--- config.mk ---
export PLATFORM = sky130hd
export DESIGN_NAME = timer_tc
export DESIGN_NICKNAME = d
export VERILOG_FILES = /design/src/rtl/timer_tc.sv
export SDC_FILE = /design/constraint.sdc
export NUM_CORES = 1
export LEC_CHECK = 0
export CORE_ASPECT_RATIO = 0.8
export CORE_MARGIN = 3
export CORE_UTILIZATION = 50
export CTS_CLUSTER_DIAMETER = 60
export DETAILED_ROUTE_END_ITERATION = 16
export GPL_ROUTABILITY_DRIVEN = 0
export HOLD_SLACK_MARGIN = 0.12
export PLACE_DENSITY = 0.86
export SYNTH_ARGS = -nofsm -noshare
export SYNTH_HDL_FRONTEND = slang
export SYNTH_SLANG_ARGS = --single-unit
--- constraint.sdc ---
create_clock -name clk -period 3.15 [get_ports clk]
set_clock_uncertainty 0.1 [all_clocks]
set_input_delay 0.63 -clock clk [delete_from_list [all_inputs] [get_ports clk]]
set_output_delay 0.63 -clock clk [all_outputs]
set_load 0.01 [all_outputs]
--- src/rtl/timer_tc.sv ---
// -----------------------------------------------------------------------------
// timer_tc -- memory-mapped down-counting timer with interrupt.
//
// Register map (word offset = Addr[3:2]):
//   0  CTRL    [3] IM (interrupt mask), [2:1] MODE (01 auto-reload, else
//              one-shot), [0] EN. Reads back as {28'b0, CTRL}.
//   1  PRESET  32-bit reload value, read/write.
//   2  COUNT   32-bit current count, read-only.
//   3  unmapped, reads 0, writes ignored.
//
// Ports:
//   clk    in   1   single clock, rising edge
//   reset  in   1   synchronous active-low reset
//   Addr   in  30   word address [31:2]; only [3:2] decoded
//   WE     in   1   write strobe (already qualified by block select)
//   Din    in  32   write data
//   Dout   out 32   read data, combinational from Addr[3:2]
//   IRQ    out  1   interrupt request = IM & irq_flag
// -----------------------------------------------------------------------------
module timer_tc (
    input  logic        clk,
    input  logic        reset,
    input  logic [31:2] Addr,
    input  logic        WE,
    input  logic [31:0] Din,
    output logic [31:0] Dout,
    output logic        IRQ
);

    typedef enum logic [1:0] {
        S_IDLE = 2'd0,
        S_LOAD = 2'd1,
        S_CNT  = 2'd2,
        S_INT  = 2'd3
    } state_e;

    localparam logic [1:0] OFS_CTRL   = 2'd0;
    localparam logic [1:0] OFS_PRESET = 2'd1;
    localparam logic [1:0] OFS_COUNT  = 2'd2;
    localparam logic [1:0] MODE_AUTO  = 2'b01;

    state_e      state_q, state_d;
    logic [3:0]  ctrl_q, ctrl_d;
    logic [31:0] preset_q, preset_d;
    logic [31:0] count_q, count_d;
    logic        irq_flag_q, irq_flag_d;

    logic        en;
    logic [1:0]  mode;
    logic        wr_ctrl;
    logic        wr_preset;

    // Block select is done by the bridge; the upper address bits carry no
    // information here.
    logic        unused_addr;
    assign unused_addr = ^Addr[31:4];

    assign en        = ctrl_q[0];
    assign mode      = ctrl_q[2:1];
    assign wr_ctrl   = WE && (Addr[3:2] == OFS_CTRL);
    assign wr_preset = WE && (Addr[3:2] == OFS_PRESET);

    // -------------------------------------------------------------------------
    // Next-state logic: FSM action first, then CPU writes layered on top so a
    // CTRL write in the INT cycle overrides the automatic EN clear.
    // -------------------------------------------------------------------------
    always_comb begin
        // NOTE: every variable gets a default before any branch, otherwise a
        // path that skips an assignment infers a latch.
        state_d    = state_q;
        ctrl_d     = ctrl_q;
        preset_d   = preset_q;
        count_d    = count_q;
        irq_flag_d = irq_flag_q;

        case (state_q)
            S_IDLE: begin
                if (en) state_d = S_LOAD;
            end
            S_LOAD: begin
                count_d = preset_q;
                state_d = S_CNT;
            end
            S_CNT: begin
                if (!en) begin
                    state_d = S_IDLE;
                end else if (count_q > 32'd1) begin
                    count_d = count_q - 32'd1;
                end else begin
                    // PRESET of 0 or 1 both expire here; never wrap below 0.
                    count_d    = 32'd0;
                    state_d    = S_INT;
                    irq_flag_d = 1'b1;
                end
            end
            S_INT: begin
                if (mode == MODE_AUTO) begin
                    state_d    = S_LOAD;
                    irq_flag_d = 1'b0;
                end else begin
                    ctrl_d[0] = 1'b0;
                    state_d   = S_IDLE;
                end
            end
            default: state_d = S_IDLE;
        endcase

        if (wr_ctrl) begin
            ctrl_d     = Din[3:0];
            irq_flag_d = 1'b0;
        end
        if (wr_preset) begin
            preset_d   = Din;
            irq_flag_d = 1'b0;
        end
    end

    // -------------------------------------------------------------------------
    // State registers; reset has priority over any write in the same cycle.
    // -------------------------------------------------------------------------
    always_ff @(posedge clk) begin
        // NOTE: non-blocking assignments so every register samples the values
        // from before this edge, independent of statement order.
        if (!reset) begin
            state_q    <= S_IDLE;
            ctrl_q     <= 4'd0;
            preset_q   <= 32'd0;
            count_q    <= 32'd0;
            irq_flag_q <= 1'b0;
        end else begin
            state_q    <= state_d;
            ctrl_q     <= ctrl_d;
            preset_q   <= preset_d;
            count_q    <= count_d;
            irq_flag_q <= irq_flag_d;
        end
    end

    // -------------------------------------------------------------------------
    // Read mux and interrupt output
    // -------------------------------------------------------------------------
    always_comb begin
        Dout = 32'd0;
        case (Addr[3:2])
            OFS_CTRL:   Dout = {28'd0, ctrl_q};
            OFS_PRESET: Dout = preset_q;
            OFS_COUNT:  Dout = count_q;
            default:    Dout = 32'd0;
        endcase
    end

    assign IRQ = ctrl_q[3] & irq_flag_q;

endmodule

==> impl_metrics.ini <==
[setup_path]
reg2reg_to = count_q[27]
cp_max_fo = 34
max_stage_delay_ns = 0.59
reg2reg_from = count_q[18]
crit_slowest_cell = clkdlybuf4s50_1
crit_buf_inv = 3
end_kind = output port
reg2reg_slack_ns = 0.25
cp.required_ns = 2.42
critPathKind = input port to output port
cp_common_cell = clkdlybuf4s50_1
worstPathArrival_ns = 2.32
reg2reg_depth = 5
cp-start-kind = input port
crit_family = buffers and inverters
crit_chain = clkdlybuf4s50_1 -> nor2b_2 -> buf_12 -> nand2_1 -> o21ai_0 -> clkdlybuf4s50_1

[clocking]
cts_hold_buf = 0
cts_sinks = 71
numCtsBuffers = 9
cts_buffer_depth = 2
ctsHtreeMaxLevel = 3
clock_latency_ns = 0.35
cts_resized = 0
cts_root_buffer = clkbuf_8
post_cts_buffers = 0
tritoncts = done
path_clk_slew_ns = 0.06

[layout]
final_cell_mix = 97 x nand2_1, 71 x dfxtp_1, 69 x clkdlybuf4s50_1
drive_gt1_share_pct = 7.98
diodes = 0
fillCellCount = 669
final_common_cell = nand2_1
stdcell_area_um2 = 5010
nets = 654
area_delta_synth_final_pct = 25.8

[synth]
synth_xor_area_share_pct = 0.660
synth_ff_type = dfxtp_1
synth_compound_area_share_pct = 30.7
synth_nets = 592
synth_top_family_by_area = compound AO/OA/AOI/OAI gates
synth_fa_ha_area_share_pct = 0.629
async_reset_ff_share_pct = 0
syn_avg_cell_area_um2 = 7.58
ys_seq_elements = 71
postSynthCellCount = 525
yosysWarnings = 0
muxShareOfSynthArea_pct = 2.52
synth_edf_count = 0
syn_area_um2 = 3980
ys_seq_area_share_pct = 35.7
synth.distinct_cells = 56
synth_simple_gate_area_share_pct = 24.5

[floorplanning]
io_pins = 98
start_util_pct = 52.6
fp.dieW_um = 106
die_y_um = 85.8
num_rows = 28
die_area_um2 = 9070
core_um2 = 7570

[power]
power.density_nw_per_um2 = 385
irDropWorstVdd_v = 0.000293
leakagePower_nw = 1.84

[sta]
max_slew.worst_pin.slew_ns = 0.725
slew_headroom_pct = 51.6
setup_viol = 0
fin_crit_ns = 3.05
rsz0062_at_grt = false
hold_violations = 0
setup-tns-final_ns = 0
timing.final.crit_share_pct = 96.9
max_freq_mhz = 328
maxSlewViolCount = 0

[drt]
remaining_drc_errors = 0
num_vias = 4347
dr.first_iter.drc_count = 429
firstDrtPassIters = 5
avgViaCountPerCell = 6.26
wl_per_cell_um = 17.4
finalWirelength_um = 12100
antenna_left = 0

[global_route]
grt_start_max_net_pins = 35
grt_pass1_wl_um = 20400
grt_pass1_vias = 4161
grt_overflow_total = 0
antenna_found_initial = 0
grt_usage_pct = 27.3

[min_path]
hp-class = flip-flop to flip-flop
whs_path_depth = 2
hp-start = preset_q[21]
min_to = preset_q[21]

[status]
run_status = finished, final reports clean

[run]
cap_violations = 0

[placement]
place_area_um2 = 4840
port-buffer-count = 69
hpwl_um = 8360
## how the worst max path moves through the flow
| stage | endpoint | depth (start not counted) | start |
|---|---|---|---|
| after floorplan | Dout[10] | 5 | Addr[3] |
| after global placement | Dout[0] | 6 | Addr[2] |
| after detailed placement | Dout[0] | 6 | Addr[2] |
| after CTS | Dout[0] | 6 | Addr[2] |
| after global routing | Dout[0] | 6 | Addr[2] |
| final | Dout[0] | 6 | Addr[2] |
## cell usage after synthesis, types with 3 or more instances
library cell | n | area, um^2
a221oi_1 | 3 | 26.3
nor3_1 | 11 | 55.1
nor2b_1 | 6 | 37.5
a31oi_1 | 7 | 43.8
a21o_1 | 5 | 37.5
a22o_1 | 28 | 245
o21ai_0 | 34 | 170
nand3_1 | 15 | 75.1
a211oi_1 | 7 | 52.6
a22oi_1 | 3 | 22.5
and2_1 | 3 | 18.8
nor2_1 | 24 | 90.1
dfxtp_1 | 71 | 1420
or3_1 | 5 | 31.3
nand2_1 | 97 | 364
o21a_1 | 10 | 75.1
or4_1 | 7 | 52.6
inv_1 | 9 | 33.8
buf_2 | 3 | 15.0
a21oi_1 | 63 | 315
clkbuf_1 | 34 | 128
o31ai_1 | 4 | 30.0
nand2b_1 | 3 | 18.8
mux2i_1 | 10 | 100
a32oi_1 | 3 | 26.3
nand4_1 | 8 | 50.1
or2_2 | 5 | 31.3
nor4_1 | 9 | 56.3
## state kept, by name (all words and copies together) (netlist names)
signal      flops
state_q         2
ctrl_q          4
count_q        32
preset_q       32
irq_flag_q      1
## stage by stage
stage	power [mW]	std cells	setup slack [ns]	hold slack (ns)	utilization [%]
final	1.93	694	0.0992	0.370	66.2
after floorplan	1.14	525	0.596	0.343	-
after global placement	1.28	681	0.145	0.360	63.9
after detailed placement	1.28	681	0.0967	0.362	63.9
after global routing	2.01	694	0.0249	0.394	66.2
after CTS	1.93	694	0.0841	0.373	66.2
## cell type report
cell class | count | area, um^2 | area share (%)
multi-input combinational | 404 | 2350 | 47.0
sequential | 71 | 1420 | 28.4
timing repair buffer | 91 | 893 | 17.8
clock buffer | 12 | 165 | 3.30
tap | 105 | 131 | 2.62
inverter | 10 | 37.5 | 0.750
clock inverter | 1 | 5.00 | 0.100
## layer usage
metal / vias to the layer above / GRT usage (%) / wire length (um)
met1: 2034 / 36.3 / 5330
met2: 232 / 45.1 / 5460
li1: 2050 / - / -
met5: - / 0 / 0
met3: 31 / 5.87 / 1090
met4: 0 / 7.88 / 182
## cell families after synthesis
kind of cell	Yosys count
flops	71
buf+inv	50
fa+ha+maj	2
xor+xnor	3
compound gates	186
mux	10
simple gates	203
## worst register-to-register path: stages, from the launching register on
cell     delay, ns
dfxtp_1       0.37
or4_1         0.70
or4b_4        0.59
o31a_1        0.55
o311a_1       0.23
o31a_1        0.24
## where the power goes
part / internal [mW] / total, mW / leakage, nW / switching (mW)
sequential: 0.919 / 0.943 / 0.575 / 0.0243
clock: 0.336 / 0.657 / 0.0902 / 0.321
combinational: 0.147 / 0.329 / 1.17 / 0.182
total: 1.40 / 1.93 / 1.84 / 0.527
Note: power is estimated with default switching activity, not from simulation.
==> patch, RTL diff (same settings) <==
Register the output `IRQ`, with the module's reset; this adds one clock of latency there. The other outputs are not delayed to match.
--- a/src/rtl/timer_tc.sv
+++ b/src/rtl/timer_tc.sv
@@ -149,7 +149,13 @@
         endcase
     end
 
-    assign IRQ = ctrl_q[3] & irq_flag_q;
+    always_ff @(posedge clk) begin
+        if (!reset) begin
+            IRQ <= '0;
+        end else begin
+            IRQ <= ctrl_q[3] & irq_flag_q;
+        end
+    end
 
 endmodule
 
Behaviour: not the same (Yosys sat finds a counterexample within 10 cycles, from zero or initial values and one cycle with reset low).
==> patch against the original RTL <==
  * Setup slack got worse by 0.029 ns
  * Sequential power rose by 1%
  * Sequential cell count rose by 1
  * Wire length rose by 8.2%
  * Die area rose by 0.77%
  * First-iteration DRC count rose by 48%
  * Largest cell class unchanged
  * Highest routed layer unchanged
  * Synthesized area rose by 0.82%
  * Final area rose by 2.1%
  * Global-route usage rose by 0.44 points
  * Power rose by 9.6%
==> patch: results (changes against the original RTL) <==
Run status
  – Result of the run: finished clean

Drt
  – 1st-iter DRT viols: 635 (+48%)
  – Total met3 wirelength after detailed routing: 1860 um (+71%)
  – Pre-antenna DRT Iters: 6 (+1)
  – Vias per cell: 6.50 (+3.8%)
  – DRT met1 WL: 5250 um (-1.4%)
  – Routed wire length per instance: 18.8 um (+8.1%)

Power and ir drop
  – Max VDD drop: 0.245 mV (-16%)
  – Total Power Consumption: 2.11 mW (+9.6%)

Placed design
  – Placement Cell Area: 4880 um^2 (+0.88%)
  – Worst slack at placement: 0.108 ns (+0.0113 ns)
  – Post-detailed-placement half-perimeter wirelength: 9080 um (+8.6%)
  – Cell total after placement: 679 (-0.29%)

Synth
  – Sequential-to-total area share from yosys stat: 35.9% (+0.21 points)
  – Distinct cell type count of the synthesized netlist: 52 (-7.1%)
  – Average footprint of a synthesized cell: 7.67 um^2 (+1.2%)
  – Leading cell types by count after synthesis: nand2_1, dfxtp_1, a21oi_1, clkbuf_1, nor2_1
  – Top cells by area in the synthesized netlist: dfxtp_1, nand2_1, a21oi_1, a22o_1, clkbuf_1
  – Syn Nets: 590 (-0.34%)

GRT
  – Met2 Usage GRT: 41.6% (-3.5 points)
  – Number of global-route vias before repair: 4044 (-2.8%)
  – Global Route met3 Usage: 8.20% (+2.3 points)
  – Global-route wire length before repair: 20300 um (-0.44%)
  – Overall fraction of global-route tracks in use: 27.8% (+0.44 points)
  – Met1 Usage GRT: 37.4% (+1.1 points)

Setup path
  – Reg2Reg Launch Point: count_q[0]
  – Reg-to-reg setup timing slack: 0.33 ns (+0.08 ns)
  – RR Endpoint: count_q[24]
  – Arrival time of data at the critical path endpoint: 2.35 ns (+0.03 ns)
  – Number of cell instances on the worst register-to-register path: 7 (+2)

Timing
  – Min Hold Slack: 0.378 ns (+0.00774 ns)
  – Slew margin rel.: 43.6% (-8.0 points)

Hold path
  – Source of the worst hold timing path: preset_q[28]
  – Hold endpoint: preset_q[28]

Cells and area
  – Count of non-filler cells in the finished layout: 695 (+0.14%)

Clock tree
  – Clock-pin transition on the worst setup and hold timing paths: 0.08 ns (+0.02 ns)
## patch: changes by cell type in the layout (fill, tap and decap cells not counted), sizes merged, moves of 4 or more
cell / before / now
o311ai: 3 / 8
nand2: 97 / 103
o21a: 10 / 2
o21ai: 34 / 16
nor2: 24 / 29
o221ai: 0 / 5
a21o: 5 / 0
o31ai: 5 / 0
buf: 22 / 26
or3: 5 / 9
a31oi: 7 / 14
a32oi: 3 / 8
a211oi: 7 / 0
## patch: worst max-delay path by stage
stage                 start  endpoint  slack [ns]  cells past startpoint
floorplan           Addr[3]  Dout[10]        0.60                      5
global placement    Addr[2]  Dout[10]        0.12                      5
detailed placement  Addr[2]   Dout[2]        0.11                      6
CTS                 Addr[2]   Dout[0]        0.09                      6
global route        Addr[2]   Dout[1]        0.04                      6
finish              Addr[2]   Dout[2]        0.07                      6
## patch: cell type report
class / count / area (um^2)
Sequential cell: 72 / 1440
Tap cell: 105 / 131
Clock buffer: 10 / 138
Fill cell: 602 / 2490
Timing Repair Buffer: 95 / 911
Inverter: 7 / 26.3
Clock inverter: 6 / 97.6
Multi-Input combinational cell: 400 / 2370
## patch: power breakdown
part | leakage, nW | switching, mW | internal (mW) | total [mW]
sequential | 0.583 | 0.0263 | 0.929 | 0.955
clock | 0.120 | 0.397 | 0.482 | 0.879
combinational | 1.14 | 0.158 | 0.123 | 0.281
## patch: kinds of logic (layout without fill, tap and decap cells)
kind of cell / count (synthesis) / after routing / share of synthesized area [%]
AO/OA/AOI/OAI: 171 / 171 / 29.4
multiplexers: 12 / 12 / 3.09
buffers and inverters: 51 / 118 / 5.15
XOR/XNOR: 1 / 1 / 0.218
adder cells (fa/ha/maj): 2 / 2 / 0.624
flip-flops: 72 / 72 / 35.9
AND/OR/NAND/NOR: 214 / 214 / 25.6
